### config.mk
export PLATFORM = sky130hd
export DESIGN_NAME = id_decode_stage
export DESIGN_NICKNAME = d
export VERILOG_FILES = /design/src/rtl/id_decode_stage.sv
export SDC_FILE = /design/constraint.sdc
export NUM_CORES = 1
export LEC_CHECK = 0
export BUFFER_PORTS_ARGS = -buffer_cell sky130_fd_sc_hd__buf_2
export CELL_PAD_IN_SITES_DETAIL_PLACEMENT = 1
export CELL_PAD_IN_SITES_GLOBAL_PLACEMENT = 2
export CORE_MARGIN = 2
export CORE_UTILIZATION = 29
export CTS_CLUSTER_SIZE = 28
export DETAILED_ROUTE_END_ITERATION = 10
export GPL_TIMING_DRIVEN = 1
export PLACE_DENSITY = 0.95
export SYNTH_ARGS = -nofsm -noshare
export SYNTH_HDL_FRONTEND = slang
export SYNTH_SLANG_ARGS = --single-unit
### constraint.sdc
create_clock -name clk -period 13.4 [get_ports clk]
set_input_delay 3.35 -clock clk [delete_from_list [all_inputs] [get_ports clk]]
set_output_delay 3.35 -clock clk [all_outputs]
set_load 0.01 [all_outputs]
### src/rtl/id_decode_stage.sv
// id_decode_stage: one-cycle registered MIPS32 decode (ANDI/ORI/XORI/LUI, SPECIAL logic/shifts, BEQ/BNE/J).
// Define ID_FORWARD_EN for EX/MEM forwarding with load-use stalls; otherwise interlock on any pending writer.

`ifndef ALU_NOP
`define ALU_NOP 0
`define ALU_AND 1
`define ALU_OR  2
`define ALU_XOR 3
`define ALU_NOR 4
`define ALU_SLL 5
`define ALU_SRL 6
`define ALU_SRA 7
`endif

module id_decode_stage #(
  parameter int DATA_W  = 32,
  parameter int REG_AW  = 5,
  parameter int ALUOP_W = 5
) (
  input  logic               clk,
  input  logic               rst,
  input  logic               in_valid,
  output logic               in_ready,
  input  logic [31:0]        inst_i,
  input  logic [31:0]        pc_i,
  output logic [REG_AW-1:0]  rf_raddr1_o,
  output logic [REG_AW-1:0]  rf_raddr2_o,
  input  logic [DATA_W-1:0]  rf_rdata1_i,
  input  logic [DATA_W-1:0]  rf_rdata2_i,
  input  logic               ex_wen_i,
  input  logic [REG_AW-1:0]  ex_waddr_i,
  input  logic [DATA_W-1:0]  ex_wdata_i,
  input  logic               ex_is_load_i,
  input  logic               mem_wen_i,
  input  logic [REG_AW-1:0]  mem_waddr_i,
  input  logic [DATA_W-1:0]  mem_wdata_i,
  output logic               out_valid,
  input  logic               out_ready,
  output logic [DATA_W-1:0]  op1_o,
  output logic [DATA_W-1:0]  op2_o,
  output logic [ALUOP_W-1:0] alu_op_o,
  output logic               wen_o,
  output logic [REG_AW-1:0]  waddr_o,
  output logic               branch_en_o,
  output logic [31:0]        branch_addr_o,
  output logic               inst_invalid_o
);

  localparam logic [5:0] OP_SPECIAL = 6'h00, OP_J = 6'h02, OP_BEQ = 6'h04, OP_BNE = 6'h05,
                         OP_ANDI = 6'h0C, OP_ORI = 6'h0D, OP_XORI = 6'h0E, OP_LUI = 6'h0F;
  localparam logic [5:0] FN_SLL = 6'h00, FN_SRL = 6'h02, FN_SRA = 6'h03, FN_SLLV = 6'h04,
                         FN_SRLV = 6'h06, FN_SRAV = 6'h07, FN_AND = 6'h24, FN_OR = 6'h25,
                         FN_XOR = 6'h26, FN_NOR = 6'h27;

  logic [5:0]  opcode, funct;
  logic [4:0]  rs, rt, rd, shamt;
  logic [15:0] imm;
  logic [25:0] idx;

  assign opcode = inst_i[31:26];
  assign rs     = inst_i[25:21];
  assign rt     = inst_i[20:16];
  assign rd     = inst_i[15:11];
  assign shamt  = inst_i[10:6];
  assign funct  = inst_i[5:0];
  assign imm    = inst_i[15:0];
  assign idx    = inst_i[25:0];

  logic               use_rs, use_rt, is_beq, is_bne, is_j;
  logic               wen_d, invalid_d;
  logic [REG_AW-1:0]  waddr_d;
  logic [ALUOP_W-1:0] alu_d;
  logic [DATA_W-1:0]  op1_imm, op2_imm;

  always_comb begin
    use_rs    = 1'b0;
    use_rt    = 1'b0;
    is_beq    = 1'b0;
    is_bne    = 1'b0;
    is_j      = 1'b0;
    wen_d     = 1'b0;
    invalid_d = 1'b0;
    waddr_d   = '0;
    alu_d     = ALUOP_W'(`ALU_NOP);
    op1_imm   = '0;
    op2_imm   = '0;
    case (opcode)
      OP_SPECIAL: begin
        use_rt  = 1'b1;
        wen_d   = 1'b1;
        waddr_d = REG_AW'(rd);
        case (funct)
          FN_AND:  begin use_rs = 1'b1; alu_d = ALUOP_W'(`ALU_AND); end
          FN_OR:   begin use_rs = 1'b1; alu_d = ALUOP_W'(`ALU_OR);  end
          FN_XOR:  begin use_rs = 1'b1; alu_d = ALUOP_W'(`ALU_XOR); end
          FN_NOR:  begin use_rs = 1'b1; alu_d = ALUOP_W'(`ALU_NOR); end
          FN_SLLV: begin use_rs = 1'b1; alu_d = ALUOP_W'(`ALU_SLL); end
          FN_SRLV: begin use_rs = 1'b1; alu_d = ALUOP_W'(`ALU_SRL); end
          FN_SRAV: begin use_rs = 1'b1; alu_d = ALUOP_W'(`ALU_SRA); end
          FN_SLL:  begin op1_imm = DATA_W'(shamt); alu_d = ALUOP_W'(`ALU_SLL); end
          FN_SRL:  begin op1_imm = DATA_W'(shamt); alu_d = ALUOP_W'(`ALU_SRL); end
          FN_SRA:  begin op1_imm = DATA_W'(shamt); alu_d = ALUOP_W'(`ALU_SRA); end
          default: begin
            use_rt    = 1'b0;
            wen_d     = 1'b0;
            waddr_d   = '0;
            invalid_d = 1'b1;
          end
        endcase
      end
      OP_J:   is_j = 1'b1;
      OP_BEQ: begin use_rs = 1'b1; use_rt = 1'b1; is_beq = 1'b1; end
      OP_BNE: begin use_rs = 1'b1; use_rt = 1'b1; is_bne = 1'b1; end
      OP_ANDI, OP_ORI, OP_XORI: begin
        use_rs  = 1'b1;
        wen_d   = 1'b1;
        waddr_d = REG_AW'(rt);
        op2_imm = DATA_W'(imm);
        alu_d   = (opcode == OP_ANDI) ? ALUOP_W'(`ALU_AND) :
                  (opcode == OP_ORI)  ? ALUOP_W'(`ALU_OR)  : ALUOP_W'(`ALU_XOR);
      end
      OP_LUI: begin
        wen_d   = 1'b1;
        waddr_d = REG_AW'(rt);
        op2_imm = DATA_W'({imm, 16'h0000});
        alu_d   = ALUOP_W'(`ALU_OR);
      end
      default: invalid_d = 1'b1;
    endcase
  end

  // Unread fields present address 0 so they can never match a pending writer.
  assign rf_raddr1_o = use_rs ? REG_AW'(rs) : '0;
  assign rf_raddr2_o = use_rt ? REG_AW'(rt) : '0;

  logic ex_hit1, ex_hit2, mem_hit1, mem_hit2, stall;
  assign ex_hit1  = ex_wen_i  && (ex_waddr_i  != '0) && (ex_waddr_i  == rf_raddr1_o);
  assign ex_hit2  = ex_wen_i  && (ex_waddr_i  != '0) && (ex_waddr_i  == rf_raddr2_o);
  assign mem_hit1 = mem_wen_i && (mem_waddr_i != '0) && (mem_waddr_i == rf_raddr1_o);
  assign mem_hit2 = mem_wen_i && (mem_waddr_i != '0) && (mem_waddr_i == rf_raddr2_o);

  logic [DATA_W-1:0] src1, src2;
`ifdef ID_FORWARD_EN
  always_comb begin
    if (rf_raddr1_o == '0)  src1 = '0;
    else if (ex_hit1)       src1 = ex_wdata_i;
    else if (mem_hit1)      src1 = mem_wdata_i;
    else                    src1 = rf_rdata1_i;
    if (rf_raddr2_o == '0)  src2 = '0;
    else if (ex_hit2)       src2 = ex_wdata_i;
    else if (mem_hit2)      src2 = mem_wdata_i;
    else                    src2 = rf_rdata2_i;
  end
  assign stall = ex_is_load_i && (ex_hit1 || ex_hit2);
`else
  assign src1  = (rf_raddr1_o == '0) ? '0 : rf_rdata1_i;
  assign src2  = (rf_raddr2_o == '0) ? '0 : rf_rdata2_i;
  assign stall = ex_hit1 || ex_hit2 || mem_hit1 || mem_hit2;
  logic unused_fwd;
  assign unused_fwd = ^{ex_wdata_i, mem_wdata_i, ex_is_load_i};
`endif

  logic [31:0] pc4, br_target, j_target, baddr_d;
  logic        taken_d;
  assign pc4       = pc_i + 32'd4;
  assign br_target = pc4 + {{14{imm[15]}}, imm, 2'b00};
  assign j_target  = {pc4[31:28], idx, 2'b00};
  assign baddr_d   = is_j ? j_target : ((is_beq || is_bne) ? br_target : 32'h0);
  assign taken_d   = is_j || (is_beq && (src1 == src2)) || (is_bne && (src1 != src2));

  logic [DATA_W-1:0] op1_d, op2_d;
  assign op1_d = use_rs ? src1 : op1_imm;
  assign op2_d = use_rt ? src2 : op2_imm;

  logic               out_valid_q, wen_q, branch_en_q, invalid_q, accept;
  logic [DATA_W-1:0]  op1_q, op2_q;
  logic [ALUOP_W-1:0] alu_q;
  logic [REG_AW-1:0]  waddr_q;
  logic [31:0]        baddr_q;

  assign in_ready = !rst && (!out_valid_q || out_ready) && !stall;
  assign accept   = in_valid && in_ready;

  always_ff @(posedge clk) begin
    if (rst) begin
      out_valid_q <= 1'b0;
      op1_q       <= '0;
      op2_q       <= '0;
      alu_q       <= '0;
      wen_q       <= 1'b0;
      waddr_q     <= '0;
      branch_en_q <= 1'b0;
      baddr_q     <= '0;
      invalid_q   <= 1'b0;
    end else if (accept) begin
      out_valid_q <= 1'b1;
      op1_q       <= op1_d;
      op2_q       <= op2_d;
      alu_q       <= alu_d;
      wen_q       <= wen_d;
      waddr_q     <= waddr_d;
      branch_en_q <= taken_d;
      baddr_q     <= baddr_d;
      invalid_q   <= invalid_d;
    end else if (out_ready) begin
      // Redirect must not outlive its packet.
      out_valid_q <= 1'b0;
      branch_en_q <= 1'b0;
    end
  end

  assign out_valid      = out_valid_q;
  assign op1_o          = op1_q;
  assign op2_o          = op2_q;
  assign alu_op_o       = alu_q;
  assign wen_o          = wen_q;
  assign waddr_o        = waddr_q;
  assign branch_en_o    = branch_en_q;
  assign branch_addr_o  = baddr_q;
  assign inst_invalid_o = invalid_q;

endmodule

# Word level (Yosys, flattened, before mapping)
# Index checks and enable logic that the tools add are counted.
# Widths: inputs -> output; s select.
dict set report totals {
  ff_bits 110
  input_bits 209
  output_inout_bits 121
  elab_cells 102
}
dict set report op_classes {
  n_addsub 2
  n_eq_ne 22
  mux 30
  n_reduce_logical 39
}
# op count
set op_table {}
lappend op_table {{$mux 32} 6}
lappend op_table {{$pmux 32 s2} 1}
lappend op_table {{$add 32x3->32 const B} 1}
lappend op_table {{$add 32x32->32} 1}
lappend op_table {{$eq 32x32->1} 1}
lappend op_table {{$ne 32x32->1} 1}
lappend op_table {{$eq 6x3->1 const B} 5}
lappend op_table {{$mux 5} 5}
lappend op_table {{$eq 6x4->1 const B} 4}
lappend op_table {{$eq 6x6->1 const B} 4}
lappend op_table {{$pmux 3 s7} 1}
lappend op_table {{$eq 5x5->1} 4}
lappend op_table {{$eq 6x2->1 const B} 3}
lappend op_table {{$reduce_or 7->1} 2}
lappend op_table {{$logic_not 6->1} 2}
lappend op_table {{$logic_and 1x1->1} 11}
lappend op_table {{$logic_not 5->1} 2}
lappend op_table {{$mux 1} 10}
lappend op_table {{$pmux 5 s2} 1}
lappend op_table {{$reduce_bool 5->1} 2}
lappend op_table {{$reduce_or 10->1} 1}
lappend op_table {{$pmux 3 s3} 1}
lappend op_table {{$pmux 1 s2} 4}
lappend op_table {{$reduce_or 2->1} 4}
lappend op_table {{other kinds (7)} 16}

# Longest topological paths before layout
dict set report logic_depth {
  word_depth 14
  mapped_depth 18
  depth_no_buf 17
}

# Worst setup path after synthesis
# Ideal clock, no wire load.
dict set report synth_timing {
  path_kind {in2out}
  from {in inst_i[1]}
  to {out in_ready}
  t_arrival_ps 5127
  required_time_ps 10050
  setup_slack_ps 4923
  stages 9
  path_buffers 2
  path_cell_list {buf_6 -> or3b_4 -> o2111a_1 -> buf_6 -> or3_1 -> a21oi_1 -> o2111ai_1 -> and4b_1 -> and2_1}
}
dict set report synth_between {
  elab_chain_len 12
  elab_cells_between_ends 31
  cone_classes {13 x eq/ne; 6 x mux; 12 x reduce/logical}
}
# element line
set synth_rtl {}
lappend synth_rtl {{from (decl)} 24} ;# input logic [31:0] inst_i,
lappend synth_rtl {{$eq 6x2->1, or another cell as far along} 92} ;# case (funct)
lappend synth_rtl {{$reduce_or 10->1 (no line) / $reduce_or 7->1 (equally long branches)} -}
lappend synth_rtl {{$mux 1} 92}
lappend synth_rtl {{$pmux 1 s2} 87} ;# case (opcode)
lappend synth_rtl {{$mux 5 (on tied branches)} {134, 133}}
lappend synth_rtl {{$eq 5x5->1 (on tied branches)} {138, 137}}
lappend synth_rtl {{$logic_and 1x1->1 (on tied branches)} {138, 137}}
lappend synth_rtl {{$logic_or 1x1->1 (2 in series)} 158} ;# assign stall = ex_hit1 || ex_hit2 || mem_hit1 || mem_hit2;
lappend synth_rtl {{$logic_or 1x1->1 (*)} 158}
lappend synth_rtl {{$logic_not 1->1 (*)} 181} ;# assign in_ready = !rst && (!out_valid_q || out_ready) && !stall;
lappend synth_rtl {{$logic_and 1x1->1 (*)} 181}
lappend synth_rtl {{to (decl)} 23} ;# output logic in_ready,
# Mark *: on every way between the ends. The rest lies on a longest branch, timed or not.

# Final worst setup path
dict set report layout_timing {
  from {in inst_i[28]}
  to {out in_ready}
}
dict set report layout_between {
  elab_chain_len 11
  elab_cells_between_ends 25
  cone_classes {9 x eq/ne; 4 x mux; 12 x reduce/logical}
}
# element line
set layout_rtl {}
lappend layout_rtl {{$eq 6x4->1 / $eq 6x3->1 (equally long branches)} 87}
lappend layout_rtl {{$reduce_or 5->1 (no line) / $reduce_or 2->1 (equally long branches)} -}
lappend layout_rtl {{$pmux 1 s2} 87}
lappend layout_rtl {{$mux 5 (on tied branches)} {133, 134}}
lappend layout_rtl {{$eq 5x5->1 (on tied branches)} {137, 138}}
lappend layout_rtl {{$logic_and 1x1->1 (on tied branches)} {137, 138}}
lappend layout_rtl {{$logic_or 1x1->1 (2 in series)} 158}
lappend layout_rtl {{$logic_or 1x1->1 (*)} 158}
lappend layout_rtl {{$logic_not 1->1 (*)} 181}
lappend layout_rtl {{$logic_and 1x1->1 (*)} 181}
# Marked as above.

==> summary.txt <==
Critical path
  • Reg2reg start: out_valid
  • Worst-path maximum fanout: 23
  • CP startpoint kind: input port
  • Crit end category: output pin
  • CP Class: in -> out
  • Worst Setup SP: inst_i[28]
  • CP required: 10050 ps
  • Crit path capture: in_ready
  • Reg2Reg Setup Slack: about 11000 ps
  • R2R depth: 7
  • R2R Path End: inst_invalid_o
  • Crit path DAT: 6200 ps

Synthesis
  • Post-synth cell types: 75
  • FFs w/ async S/R, synth: 0
  • Flops & latches, synth: about 110
  • Dominant synthesized flop cell: dfxtp_1
  • Cell Area, Synth: 8217 um^2
  • Number of flops mapped to enable cells by yosys: 0
  • Syn avg cell area: between 7 and 8 um^2
  • Syn. warnings: 0
  • Sequential area share after synthesis: 0.2631
  • Synthesized netlist cell count: 1068

Routing
  • DR vias/cell: 5.710
  • Vias post-DR: 9415
  • First DRT Iteration DRCs: 697
  • Routed Wire Length: 36.50 mm
  • DRC viols: 0
  • 1st-pass router iterations: 5
  • Routed WL per cell: 22.13 um
  • ANT nets after route: 0

Clocking
  • CTS Root Cell: clkbuf_16
  • Clock slew at reported path FFs: 90 ps
  • Post-CTS Setup Repair Bufs: 0
  • Worst skew pair latency: 370 ps
  • Hold buffer count at cts: 0
  • CTS sink count: 108
  • Max Root-Sink Buffers: 2
  • H-tree Lvls: 3
  • CTS tree: yes
  • CTS resizes: 0
  • Cts bufs inserted: 9

Timing
  • Fin crit share: 0.7128
  • Setup Skew: between 7 and 8 ps
  • Relative slew slack: 0.3121
  • Endpoints failing setup: 0
  • Worst slew pin tran: 1022 ps
  • TNS Setup: 0 ps
  • RSZ-0062 raised after global routing: false
  • Final Hold Viols: 0
  • Max Slew Vio Count: 0
  • FMAX: 104.7 MHz
  • Final min period: 9552 ps
  • Final worst slack: about 3800 ps

Global route
  • Vias in the first global route: around 9500
  • GRT met2 Usage: 0.4149
  • Largest net degree at the start of global routing: 74
  • GR peak layer: met2
  • Initial antenna violation count: 8
  • First-pass GRT wire length: ~55 mm
  • Met3 usage: 0.04738
  • Met1 Use GR: 0.3034
  • GRT Total Usage: 0.2416
  • Congestion Overflow GR: 0

Floorplan
  • Core area: 27860 um^2
  • Initial Utilization: 0.2949
  • IO Count: 330
  • Rows: slightly above 60
  • Die H: about 170 um
  • Die width: 172.3 um
  • Die Area: 29700 um^2

Final layout
  • Layout Nets: 1502
  • Post-Route Utilization: 0.3570
  • Fin area: 9946 um^2
  • Syn-to-layout area delta: 21.04%
  • Share of cells above drive strength 1: 0.2494

Placed design
  • Post-DP HPWL: 27.36 mm
  • Routability cong.: 0.8647
  • Post-place setup slack: 3889 ps
  • Post-DP Area: 9630 um^2
  • I/O Buffers: 262

Worst hold path
  • Hold crit path type: reg -> reg

Power
  • Pwr dens: just over 90 nW/um^2
  • Leakage Power: 4.116 nW
  • Worst IR drop on VDD: 0.05490 mV

Outcome
  • Status: finished, final reports clean

Job
  • Number of max-cap violations: 0
-- kinds of logic after synthesis --
group,count (synthesis),share of synthesized area
AND/OR/NAND/NOR,408,0.2516
AO/OA/AOI/OAI,329,0.2819
flip-flops,108,0.2631
buffers and inverters,108,0.06594
XOR/XNOR,80,0.08527
adder cells (fa/ha/maj),31,0.04812
multiplexers,3,0.003655
other,1,0.0004564
-- state kept, by name, indices dropped and copies added (netlist names) --
signal and cells:
branch_addr_o 32, op1_o 32, op2_o 32, waddr_o 5, alu_op_o 3, branch_en_o 1
inst_invalid_o 1, out_valid 1, wen_o 1
-- area by class of cell --
cell class                 count  area (um^2)
clock buffer                  10        239.0
antenna                        4        10.01
fill                        3468        17910
tap                          378        473.0
inverter                      18        67.56
sequential                   108         2162
timing repair buffer         272         1389
clock inverter                 6        66.31
multi-input combinational    853         5539
-- synth_stat cells, types with 15 or more instances --
cell type,count,area share
xnor2_1,62,0.066
dfxtp_1,108,0.26
xor2_1,18,0.019
nor2_1,119,0.054
a21o_1,15,0.014
o22ai_1,34,0.026
nand3_1,45,0.027
a221oi_1,66,0.070
nor4bb_1,18,0.022
a31oi_1,26,0.020
o21ai_0,18,0.011
buf_2,19,0.012
inv_1,18,0.0082
nor3_1,74,0.045
ha_1,30,0.046
clkbuf_1,52,0.024
nand2_1,67,0.031
a21oi_1,102,0.062
o32ai_1,16,0.017
-- power by group --
part / switching [mW] / internal [mW]
Clock: 0.154 / 0.138
Sequential: 0.00830 / 0.337
Combinational: 0.166 / 0.103
Total: 0.328 / 0.578
-- metal layers --
metal,vias up,part of all wire
met2,363,0.47
met4,10,0.025
met3,60,0.069
li1,4409,-
met5,-,0.0016
met1,4573,0.43
-- through the flow --
stage | hold WS [ps] | std cells | power, mW
floorplan | 476.1 | 1069 | 0.5171
global placement | 434.4 | 1629 | 0.6130
detailed placement | 441.8 | 1629 | 0.6198
CTS | 454.6 | 1645 | 0.9144
global route | 478.6 | 1647 | 0.9555
finish | 453.2 | 1649 | 0.9063
-- critical path, cell delays in order --
cell     delay (ps)
buf_2           140
nor4_2          530
nand4_2         740
and2_1          520
o22ai_1         210
nand4_1         120
and4b_1         260
and2_1          180
buf_2           130
-- worst min-delay path by stage --
| stage | start | to | slack [ps] | depth (start not counted) |
|---|---|---|---|---|
| floorplan | alu_op_o[1] | alu_op_o[1] | 480 | 2 |
| global placement | op1_o[25] | op1_o[25] | 430 | 2 |
| detailed placement | op1_o[22] | op1_o[22] | 440 | 2 |
| CTS | alu_op_o[1] | alu_op_o[1] | 450 | 2 |
| global route | op1_o[29] | op1_o[29] | 480 | 2 |
| finish | op1_o[21] | op1_o[21] | 450 | 2 |
-- cell usage in the layout, fill, tap and decap left out, types with 8 or more instances in the layout --
cell type / instances
clkbuf_16: 9
nor3_1: 74
nand2_1: 66
and3_1: 8
a221oi_1: 66
xor2_1: 18
nand3_1: 45
and2_1: 11
nor4bb_1: 18
inv_1: 18
ha_1: 30
nand2b_1: 13
xnor2_1: 62
nor2_1: 118
o22ai_1: 34
o21ai_0: 18
dfxtp_1: 108
a31oi_1: 25
o32ai_1: 16
buf_4: 11
a21o_1: 15
buf_2: 261
nand4_1: 14
a21oi_1: 102
No activity file was read; power rests on OpenSTA's default activity.
